## config.mk

```make
export PLATFORM = sky130hd
export DESIGN_NAME = seg7_scan_driver_flat
export DESIGN_NICKNAME = d
export VERILOG_FILES = /design/src/rtl/seg7_scan_driver_if.sv /design/src/rtl/seg7_scan_driver.sv /design/src/flat_wrapper.sv
export SDC_FILE = /design/constraint.sdc
export NUM_CORES = 1
export LEC_CHECK = 0
export ABC_AREA = 1
export CAP_MARGIN = 20
export CORE_MARGIN = 1.5
export CORE_UTILIZATION = 30
export DETAILED_ROUTE_END_ITERATION = 16
export MAX_ROUTING_LAYER = met4
export PLACE_DENSITY = 0.48
export SETUP_SLACK_MARGIN = 0.5
export SLEW_MARGIN = 10
export SYNTH_ARGS = -nofsm -noshare
export SYNTH_HDL_FRONTEND = slang
export SYNTH_SLANG_ARGS = --single-unit
```

## constraint.sdc

```tcl
create_clock -name clk -period 2.37 [get_ports clk]
set_input_delay 0.474 -clock clk [delete_from_list [all_inputs] [get_ports clk]]
set_output_delay 0.474 -clock clk [all_outputs]
set_load 0.02 [all_outputs]
```

## src/rtl/seg7_scan_driver_if.sv

```systemverilog
// Digit/display bus between the time source and the seven-segment scan driver.
// The master supplies BCD digits and control; the slave returns the cathode/anode drive.
interface seg7_scan_driver_if;
  logic [23:0] digit_in;
  logic        tick_1hz;
  logic        blank_lead;
  logic [6:0]  seg;
  logic        dp;
  logic [5:0]  an;

  modport master (
    output digit_in, tick_1hz, blank_lead,
    input  seg, dp, an
  );

  modport slave (
    input  digit_in, tick_1hz, blank_lead,
    output seg, dp, an
  );
endinterface

```

## src/rtl/seg7_scan_driver.sv

```systemverilog
// Six-digit common-anode scan driver: frame-coherent snapshot of the BCD time,
// per-slot anti-ghost blanking, hour-tens zero suppression and a toggling colon.
module seg7_scan_driver #(
  parameter int SCAN_DIV  = 50000,
  parameter int BLANK_CYC = 500
) (
  input logic               clk,
  input logic               reset,
  seg7_scan_driver_if.slave bus
);

  localparam int CNT_W = $clog2(SCAN_DIV);
  localparam logic [CNT_W-1:0] LAST  = CNT_W'(SCAN_DIV - 1);
  localparam logic [CNT_W-1:0] BLANK = CNT_W'(BLANK_CYC);

  logic [CNT_W-1:0] slot_cnt, slot_nxt;
  logic [2:0]       idx, idx_nxt;
  logic [23:0]      shadow, shadow_nxt;
  logic             colon_on, colon_nxt;

  logic [6:0] seg_p1, seg_nxt;
  logic       dp_p1, dp_nxt;
  logic [5:0] an_p1, an_nxt;
  logic [3:0] digit;
  logic       slot_end;

  function automatic logic [6:0] seg7_decode(input logic [3:0] d);
    case (d)
      4'd0:    seg7_decode = 7'b1000000;
      4'd1:    seg7_decode = 7'b1111001;
      4'd2:    seg7_decode = 7'b0100100;
      4'd3:    seg7_decode = 7'b0110000;
      4'd4:    seg7_decode = 7'b0011001;
      4'd5:    seg7_decode = 7'b0010010;
      4'd6:    seg7_decode = 7'b0000010;
      4'd7:    seg7_decode = 7'b1111000;
      4'd8:    seg7_decode = 7'b0000000;
      4'd9:    seg7_decode = 7'b0010000;
      default: seg7_decode = 7'b0111111;
    endcase
  endfunction

  // State register: scan position, snapshot, colon and registered outputs
  always_ff @(posedge clk) begin
    if (!reset) begin
      slot_cnt <= '0;
      idx      <= 3'd0;
      shadow   <= 24'h0;
      colon_on <= 1'b1;
      seg_p1   <= 7'b1111111;
      dp_p1    <= 1'b1;
      an_p1    <= 6'b111111;
    end else begin
      slot_cnt <= slot_nxt;
      idx      <= idx_nxt;
      shadow   <= shadow_nxt;
      colon_on <= colon_nxt;
      seg_p1   <= seg_nxt;
      dp_p1    <= dp_nxt;
      an_p1    <= an_nxt;
    end
  end

  // Next-state: slot/digit walk; the snapshot is taken only at the frame boundary
  always_comb begin
    slot_end   = (slot_cnt == LAST);
    slot_nxt   = slot_end ? '0 : slot_cnt + 1'b1;
    idx_nxt    = idx;
    if (slot_end) idx_nxt = (idx == 3'd5) ? 3'd0 : idx + 3'd1;
    shadow_nxt = (slot_end && idx == 3'd5) ? bus.digit_in : shadow;
    colon_nxt  = colon_on ^ bus.tick_1hz;
  end

  // Output decode from the current scan position, registered one cycle later
  always_comb begin
    case (idx)
      3'd0:    digit = shadow[23:20];
      3'd1:    digit = shadow[19:16];
      3'd2:    digit = shadow[15:12];
      3'd3:    digit = shadow[11:8];
      3'd4:    digit = shadow[7:4];
      3'd5:    digit = shadow[3:0];
      default: digit = 4'h0;
    endcase
    seg_nxt = seg7_decode(digit);
    dp_nxt  = !(((idx == 3'd1) || (idx == 3'd3)) && colon_on);
    an_nxt  = 6'b111111;
    if (!(slot_cnt < BLANK) &&
        !((idx == 3'd0) && bus.blank_lead && (shadow[23:20] == 4'h0)))
      an_nxt = ~(6'b000001 << idx);
  end

  assign bus.seg = seg_p1;
  assign bus.dp  = dp_p1;
  assign bus.an  = an_p1;

endmodule
```

## src/flat_wrapper.sv

```systemverilog
// flat-port wrapper written by rule: the top's interface ports become plain ports
module seg7_scan_driver_flat 
#(
  parameter int SCAN_DIV  = 50000,
  parameter int BLANK_CYC = 500
)
  (clk, reset, bus_digit_in, bus_tick_1hz, bus_blank_lead, bus_seg, bus_dp, bus_an);
  seg7_scan_driver_if bus_i ();
  input logic clk;
  input logic reset;
  input wire logic [$bits(bus_i.digit_in)-1:0] bus_digit_in;
  input wire logic [$bits(bus_i.tick_1hz)-1:0] bus_tick_1hz;
  input wire logic [$bits(bus_i.blank_lead)-1:0] bus_blank_lead;
  output wire logic [$bits(bus_i.seg)-1:0] bus_seg;
  output wire logic [$bits(bus_i.dp)-1:0] bus_dp;
  output wire logic [$bits(bus_i.an)-1:0] bus_an;
  assign bus_i.digit_in = bus_digit_in;
  assign bus_i.tick_1hz = bus_tick_1hz;
  assign bus_i.blank_lead = bus_blank_lead;
  assign bus_seg = bus_i.seg;
  assign bus_dp = bus_i.dp;
  assign bus_an = bus_i.an;
  seg7_scan_driver #(.SCAN_DIV(SCAN_DIV), .BLANK_CYC(BLANK_CYC)) u_core (.clk(clk), .reset(reset), .bus(bus_i));
endmodule
```

# --- Word level (Yosys, flattened, before mapping) ---
# Memory sizes are Yosys's and may differ from the RTL's. A register that Yosys moved wholly into a read port is not among the register bits.
# Cells that the tools add are included.
totals:
  reg_bits: 51
  latchBits: 0
  ram_bits: 0
  romBits: 112
  inputBits: 28
  out_inout_bits: 14
  elab_cells: 36
  memories: 1
memory_table:
  columns: ["name", "depth", "word_bits", "read_ports", "rd_ports_with_merged_regs", "write_ports", "line_no", "text"]
  rows:
  - ["(no name shown)", 16, 7, 1, 1, 0, "seg7_scan_driver.sv:28", "case (d)"]
op_classes:
  addsub: 2
  multipliers: 0
  div: 0
  n_lt_le_gt_ge: 1
  eq_ne: 6
  n_shift: 1
  n_mux: 2
  n_bitwise: 3
  reduce_logical: 14
ops:
  columns: ["op", "n"]
  rows:
  - ["$pmux W4 S6", 1]
  - ["$add A16 B1 Y16 const B", 1]
  - ["$eq A16 B16 Y1 const B", 1]
  - ["$lt A16 B9 Y1 const B", 1]
  - ["$eq A3 B2 Y1 const B", 2]
  - ["$eq A3 B3 Y1 const B", 2]
  - ["$not A6 Y6", 1]
  - ["$shl A1 B3 Y6 const A", 1]
  - ["$logic_and A1 B1 Y1", 5]
  - ["$logic_not A1 Y1", 4]
  - ["$logic_not A4 Y1", 1]
  - ["$add A3 B1 Y3 const B", 1]
  - ["$eq A3 B1 Y1 const B", 1]
  - ["$logic_not A3 Y1", 1]
  - ["$mux W3", 1]
  - ["$reduce_and A2 Y1", 1]
  - ["$reduce_or A2 Y1", 1]
  - ["$logic_or A1 B1 Y1", 1]
  - ["$not A1 Y1", 1]
  - ["$xor A1 B1 Y1", 1]

# --- Logic depth before layout (Yosys ltp) ---
# Gate-level depths: netlist of the first run.
logic_depth:
  word_depth: 6
  ltp_mapped: 16

# --- Worst setup path after synthesis of the first run ---
# OpenSTA, ideal clock, no wires.
synth_path:
  path_kind: "register -> register"
  start: "register u_core.idx[0]"
  end: "register u_core.seg_p1[3], in the netlist u_core.bus.seg[3]"
  arrival_ps: 1762
  t_required_ps: 2240
  path_slack_ps: 479
  stages_incl_launch_ff: 16
  n_path_buf: 1
  path_cell_list: "dfxtp_1 buf_4 nand2_1 inv_1 ha_1 nand2_1 inv_1 nor2_1 nand2_1 nor2_2 inv_1 ha_1 inv_1 nand2_1 nand3_1 nand3_1"
synth_via:
  elab_chain_len: 2
  word_cells_on_any_way: 7
  classes_between: "eq/ne (5); mux (1); reduce/logical (1)"
synth_lines:
  columns: ["element", "line_no", "text"]
  rows:
  - ["start, declared", "seg7_scan_driver.sv:17", "logic [2:0] idx, idx_nxt;"]
  - ["start signal, assigned", "seg7_scan_driver.sv:55", "idx <= idx_nxt;"]
  - ["$eq A3 B3 Y1, or another cell as far along", "seg7_scan_driver.sv:76", "case (idx)"]
  - ["$pmux W4 S6 *", "seg7_scan_driver.sv:76", null]
  - ["end, declared", "seg7_scan_driver.sv:21", "logic [6:0] seg_p1, seg_nxt;"]
# Mark *: on every way between the ends. The rest lies on a longest branch, timed or not.
# A chain may end at the register's enable or synchronous reset.

# --- Worst setup path in the final report of the first run ---
layout_path:
  start: "register u_core.idx[0]"
  end: "register u_core.seg_p1[0], in the netlist u_core.bus.seg[0]"
# Same word-level chain as after synthesis.

==> flow_summary.ini, run 1 <==
[sta]
period_needed_ns = 1.84
maxSlewViolCount = 0
setup_viol = 0
relSlewSlack_pct = 66.3
tightest_slew_ns = 0.501
rsz0062_at_grt = yes
min_period_over_period_pct = 77.7
skew_ns = 0.00833
fin_setup_tns_ns = 0
fin_ws_ns = 0.528
max_freq_mhz = 543
finalHoldViolations = 0

[yosys]
synthArstFlopShare_pct = 0
synth_seq_area_share_pct = 42.7
synth-seq-cells = 58
synth.area.top_cells = dfxtp_1, nand2_1, inv_1
avgSynthCellArea_sq_um = 7.37
synthTopCellsByCount = nand2_1, dfxtp_1, inv_1
synth-edff-count = 0
yosysUniqueCellTypes = 32
ys_warn_count = 0
synthesis.nets = 404
syn_inst = 369
yosysTopAreaCell = dfxtp_1
synth_top_flop_cell = dfxtp_1
syn-cell-area_sq_um = 2720
yosys.area.top_type_share_pct = 42.7
synth_most_common_cell = nand2_1

[global_routing]
grt_pass1_wl_mm = 10.4
grtUsageTotal_pct = 14.1
grt_pass1_vias = 2286
antenna_found_initial = 0
grt_overflow = 0
grt_max_degree = 29

[critical_path]
required_ns = 2.58
cp.arrival_ns = 2.06
start_kind = flip-flop
endpoint_kind = flip-flop
crit_path_max_fanout = 8
worstSetupPathType = reg2reg

[power]
p_sw_mw = 0.436
p_seq_share_pct = 52.7
p_leak_nw = 1.38
internal_power_mw = 1.45
vdd_ir_drop_max_uv = 215
pwr-share-comb_pct = 5.3
pwr_density_cell_nw_per_um2 = 535
clkPwrFrac_pct = 42.1
swShare_pct = 23.2

[final_layout]
area_delta_synth_final_pct = 29.1
nets = 456
num_antenna_cells = 0
multi_input_area_sq_um = 1360
drive_gt1_share_pct = 16.9
layout.area.seq_sq_um = 1170
fill_cells = 943

[placement]
portBuffers = 41
pre_cts_slack_ns = 0.365
finalWeightedCongestion = 0.861
dpl.hpwl_mm = 4.73

[routing]
vias = 2413
wl_met2_mm = 3.03
drc = 0
routed_wirelength_mm = 6.27
avgRoutedWirePerCell_um = 11.7
first_pass_iters = 4
top_layer_used = met4
wl_met1_mm = 2.83
ant_nets = 0
routed-wl-met3_um = 257
avgViaCountPerCell = 4.52
drtIter0Drc = 83

[run_status]
status = finished clean

[clocking]
h-tree-depth = 3
clkLatencyLatePin_ns = 0.34
clock-sinks = 58
clock_path_buffers = 2
cts_tree = done
hold_buffers = 0
cts-root-buf = clkbuf_8
path_clk_slew_ns = 0.07
cts_buffers = 9

[run]
max_cap_viol_count = 0

[floorplanning]
die_area_sq_um = 9650
die_height_um = 98.2
core-area_sq_um = 8760
initial_core_util_pct = 31.1
row_count = 34
io-pin-count = 42
die_w_um = 98.2

[min_path]
min_path_type = reg2reg
==> what timing repair did <==
item,4_1_cts,5_1_grt
gates cloned,0,0
setup endpoints to repair,6,40
pin swaps,1,5
buffers inserted,3,3
endpoints found under the hold margin,0,0
gates resized for setup,5,18
==> critical path: stages, from the launching register on <==
cell and delay (ns):
dfxtp_4 0.41, buf_4 0.13, nand3_1 0.12, inv_2 0.13
nand2_1 0.05, o21ai_1 0.14, nor2_4 0.08, buf_4 0.13
ha_1 0.18, inv_1 0.05, nand3_1 0.10, nand3_1 0.11
nand3_1 0.08
==> routing by layer <==
metal | vias to the layer above | track usage, %
li1 | 1290 | -
met1 | 1066 | 15.6
met2 | 42 | 23.6
met3 | 15 | 4.58
met4 | 0 | 5.74
met5 | - | -
==> through the flow <==
stage	power [mW]	utilization (%)	std cells	area (sq um)	hold slack [ns]
6_report	1.88	40.1	534	3510	0.421
5_1_grt	1.96	40.1	534	3510	0.449
2_1_floorplan	1.05	-	369	2730	0.398
4_1_cts	1.92	39.2	531	3440	0.423
3_3_place_gp	1.11	36.9	512	3230	0.426
3_5_place_dp	1.11	36.9	512	3230	0.411
==> cells by family after synthesis <==
kind of cell,synth area share [%]
DFF,42.7
buffers and inverters,9.20
adders and majority gates,3.22
and+or+nand+nor,33.2
xor gates and xnor gates,0.644
AOI/OAI and AO/OA,11.1
==> flip-flops by register name (all words and copies together), names as in the netlist <==
name	count
u_core.shadow	24
u_core.slot_cnt	16
u_core.bus.an	6
u_core.bus.dp	1
u_core.colon_on	1
u_core.bus.seg	7
u_core.idx	3
==> power by group through the flow <==
stage                     combinational (mW)  clock, mW  sequential [mW]
after detailed placement              0.0997          0             1.01
after global placement                 0.100          0             1.01
after global routing                   0.108      0.865            0.991
after CTS                              0.100      0.831            0.990
after floorplan                       0.0272          0             1.02
final                                 0.0991      0.792            0.991
==> cell usage in the layout, fill, tap and decap left out, types with 6 or more instances in the layout <==
master,synthesis,layout
a21oi_1,28,27
a21oi_2,10,11
buf_4,1,9
clkbuf_8,0,10
clkdlybuf4s50_1,0,41
dfxtp_1,58,56
inv_1,42,39
inv_2,4,6
nand2_1,102,99
nand2_2,11,14
nand3_1,25,24
nand4_1,10,10
nor2_1,27,25
nor3_1,6,6
==> path summary, 6_finish.rpt <==
kind	startpoint	end	slack, ns	cells past startpoint
max	u_core.idx[0]$_SDFFE_PN0P_	u_core.bus.seg[0]$_SDFF_PN1_	0.53	12
min	u_core.colon_on$_SDFF_PN1_	u_core.bus.dp$_SDFF_PN1_	0.42	1
max reg2reg	u_core.idx[0]$_SDFFE_PN0P_	u_core.bus.seg[0]$_SDFF_PN1_	0.53	12
min reg2reg	u_core.colon_on$_SDFF_PN1_	u_core.bus.dp$_SDFF_PN1_	0.42	1
==> area by class of cell <==
class                   count  share of cell area (%)
well taps                 108                    3.85
repair buffers             52                    14.5
inverters                  46                    4.99
flip-flops and latches     58                    33.2
clock inverters             5                   0.855
multi-input cells         254                    38.6
clock buffers              11                    4.02
No activity file was read; power rests on OpenSTA's default activity.
==> inputs of run 2 (changes only) <==
--- a/config.mk
+++ b/config.mk
@@ -11,7 +11,7 @@
 export CORE_UTILIZATION = 30
 export DETAILED_ROUTE_END_ITERATION = 16
 export MAX_ROUTING_LAYER = met4
-export PLACE_DENSITY = 0.48
+export PLACE_DENSITY = 0.49
 export SETUP_SLACK_MARGIN = 0.5
 export SLEW_MARGIN = 10
 export SYNTH_ARGS = -nofsm -noshare
==> constraint.sdc (replaced) <==
create_clock -name clk -period 1.69 [get_ports clk]
set_input_delay 0.338 -clock clk [delete_from_list [all_inputs] [get_ports clk]]
set_output_delay 0.338 -clock clk [all_outputs]
set_load 0.02 [all_outputs]
==> run 2 against run 1 <==
  * The run now ends with setup timing left
  * Sequential share of layout area decreased by 7.2 points
  * Sequential power increased by 40%
  * Utilization increased by 12 points
  * Die area unchanged
  * Global-route usage increased by 3.0 points
  * Fmax increased by 5.1%
  * Sequential cell count unchanged
  * Hold slack improved by 0.022 ns
  * Power increased by 43%
  * Register-to-register slack got worse by 0.59 ns
  * Clock power increased by 44%
  * Wire length increased by 20%
  * Critical path type unchanged
==> flow_summary.ini, run 2 (synthesized netlist as in run 1, its figures left out) <==
[critical_path]
max_stage_delay_ns = 0.37
cp.arrival_ns = 1.99
path_cells = buf_6 > nor2_4 > nand2_2 > inv_2 > nand2_2 > nand2_1 > inv_1 > nand2_2 > inv_4 > ha_4 > inv_2 > nand2_2 > nand3_2 > nand3_2
worstSetupPathType = reg2reg
endpoint_kind = flip-flop
required_ns = 1.93
crit_slowest_cell = dfxtp_4
start_kind = flip-flop
crit_path_max_fanout = 6
crit_path_frequent_cell = nand2_2

[sta]
fin_ws_ns = -0.0626
rsz0062_at_grt = yes
setup_viol = 5
fin_setup_tns_ns = -0.148
skew_ns = 0.00915
min_period_over_period_pct = 104
finalHoldViolations = 0
tightest_slew_ns = 0.440
period_needed_ns = 1.75
max_freq_mhz = 571
relSlewSlack_pct = 70.7
maxSlewViolCount = 0

[power]
pwr_density_cell_nw_per_um2 = 597
vdd_ir_drop_max_uv = 299
p_leak_nw = 1.86
total_power_mw = 2.70

[final_layout]
top_register = u_core.shadow
drive_gt1_share_pct = 49.0
layout_common_cells = dfxtp_1, nand2_1, nand2_4
num_antenna_cells = 0
utilization_pct = 51.6
final_common_cell = dfxtp_1
stdcell_count = 575
largest_reg_flops = 24
nets = 498
area_delta_synth_final_pct = 66.3

[global_routing]
grtUsageTotal_pct = 17.1
grt_max_degree = 29
antenna_found_initial = 0
grt_pass1_vias = 2623
grt_pass1_wl_mm = 12.7
grt_overflow = 0

[clocking]
cts_buffers = 9
path_clk_slew_ns = 0.06
hold_buffers = 0
cts_tree = done
clkLatencyLatePin_ns = 0.35
clock-sinks = 58
cts-root-buf = clkbuf_8
clock_path_buffers = 2
h-tree-depth = 3

[min_path]
min_path_type = reg2reg

[run_status]
status = finished, violations left
violations = setup timing

[floorplanning]
die_height_um = 98.2
core-area_sq_um = 8760
die_w_um = 98.2
row_count = 34
io-pin-count = 42
die_area_sq_um = 9650
initial_core_util_pct = 31.1

[placement]
dp.cells = 532
dpl.hpwl_mm = 5.07
finalWeightedCongestion = 0.839
portBuffers = 41

[routing]
first_pass_iters = 4
avgViaCountPerCell = 4.61
vias = 2653
routed_wirelength_mm = 7.50
drtIter0Drc = 48
avgRoutedWirePerCell_um = 13.0
ant_nets = 0
drc = 0

[run]
max_cap_viol_count = 0
==> run 2: cell types whose count changed in the layout (fill, tap and decap cells not counted), moves of 8 or more <==
cell             previous run  this run
nand3_2                     2        10
nand2_4                     1        33
buf_6                       1        17
nand2_1                    99        49
nand3_1                    24        14
buf_2                       0         8
clkdlybuf4s50_1            41        27
inv_1                      39        30
a21oi_2                    11        24
buf_4                       9        29
nand2_2                    14        32
a21oi_1                    27        14
==> run 2: critical path: cells and delay by family (launching register included) <==
kind	cells	cell delay, ns
AND/OR/NAND/NOR	8	0.68
flip-flops	1	0.37
buffers and inverters	5	0.35
adder cells (fa/ha/maj)	1	0.23
==> run 2: what timing repair did <==
item	4_1_cts	5_1_grt
gates cloned	5	0
endpoints found under the setup margin	70	61
pin swaps	38	36
setup buffers	19	4
resized for setup	158	71
==> run 2: worst paths after layout <==
kind,from,end,slack [ns],cells past startpoint
setup / recovery,u_core.idx[0]$_SDFFE_PN0P_,u_core.bus.seg[3]$_SDFF_PN1_,-0.06,14
setup reg to reg,u_core.idx[0]$_SDFFE_PN0P_,u_core.bus.seg[3]$_SDFF_PN1_,-0.06,14
hold / removal,u_core.colon_on$_SDFF_PN1_,u_core.bus.dp$_SDFF_PN1_,0.44,1
hold reg to reg,u_core.colon_on$_SDFF_PN1_,u_core.bus.dp$_SDFF_PN1_,0.44,1
==> run 2: power breakdown <==
group	internal (mW)	leakage [nW]	total, mW	switching [mW]
logic	0.0944	1.29	0.169	0.0750
clock network	0.596	0.0920	1.14	0.543
registers	1.38	0.474	1.39	0.00988
==> run 2: stage by stage <==
step	hold WS (ns)	instance area, sq um	worst slack (ns)
after floorplan	0.398	2830	0.0102
after global placement	0.411	3500	0.0355
after detailed placement	0.430	3500	0.0137
after CTS	0.452	4220	0.0482
after global routing	0.467	4520	-0.161
final	0.443	4520	-0.0626
==> run 2: layout make-up <==
type | instances | area, sq um
clock buffers | 12 | 155
repair buffers | 91 | 930
multi-input cells | 254 | 1880
fillers | 841 | 4240
repair inverters | 3 | 38.8
well taps | 108 | 135
inverters | 46 | 196
clock inverters | 3 | 15.0
flip-flops and latches | 58 | 1180
==> run 2: metal layers <==
layer	part of all wire (%)	wire (um)	GRT usage [%]
met1	47	3520	21.2
met5	0	0	-
met2	48	3580	26.7
met4	1.4	108	6.18
met3	3.8	288	4.87
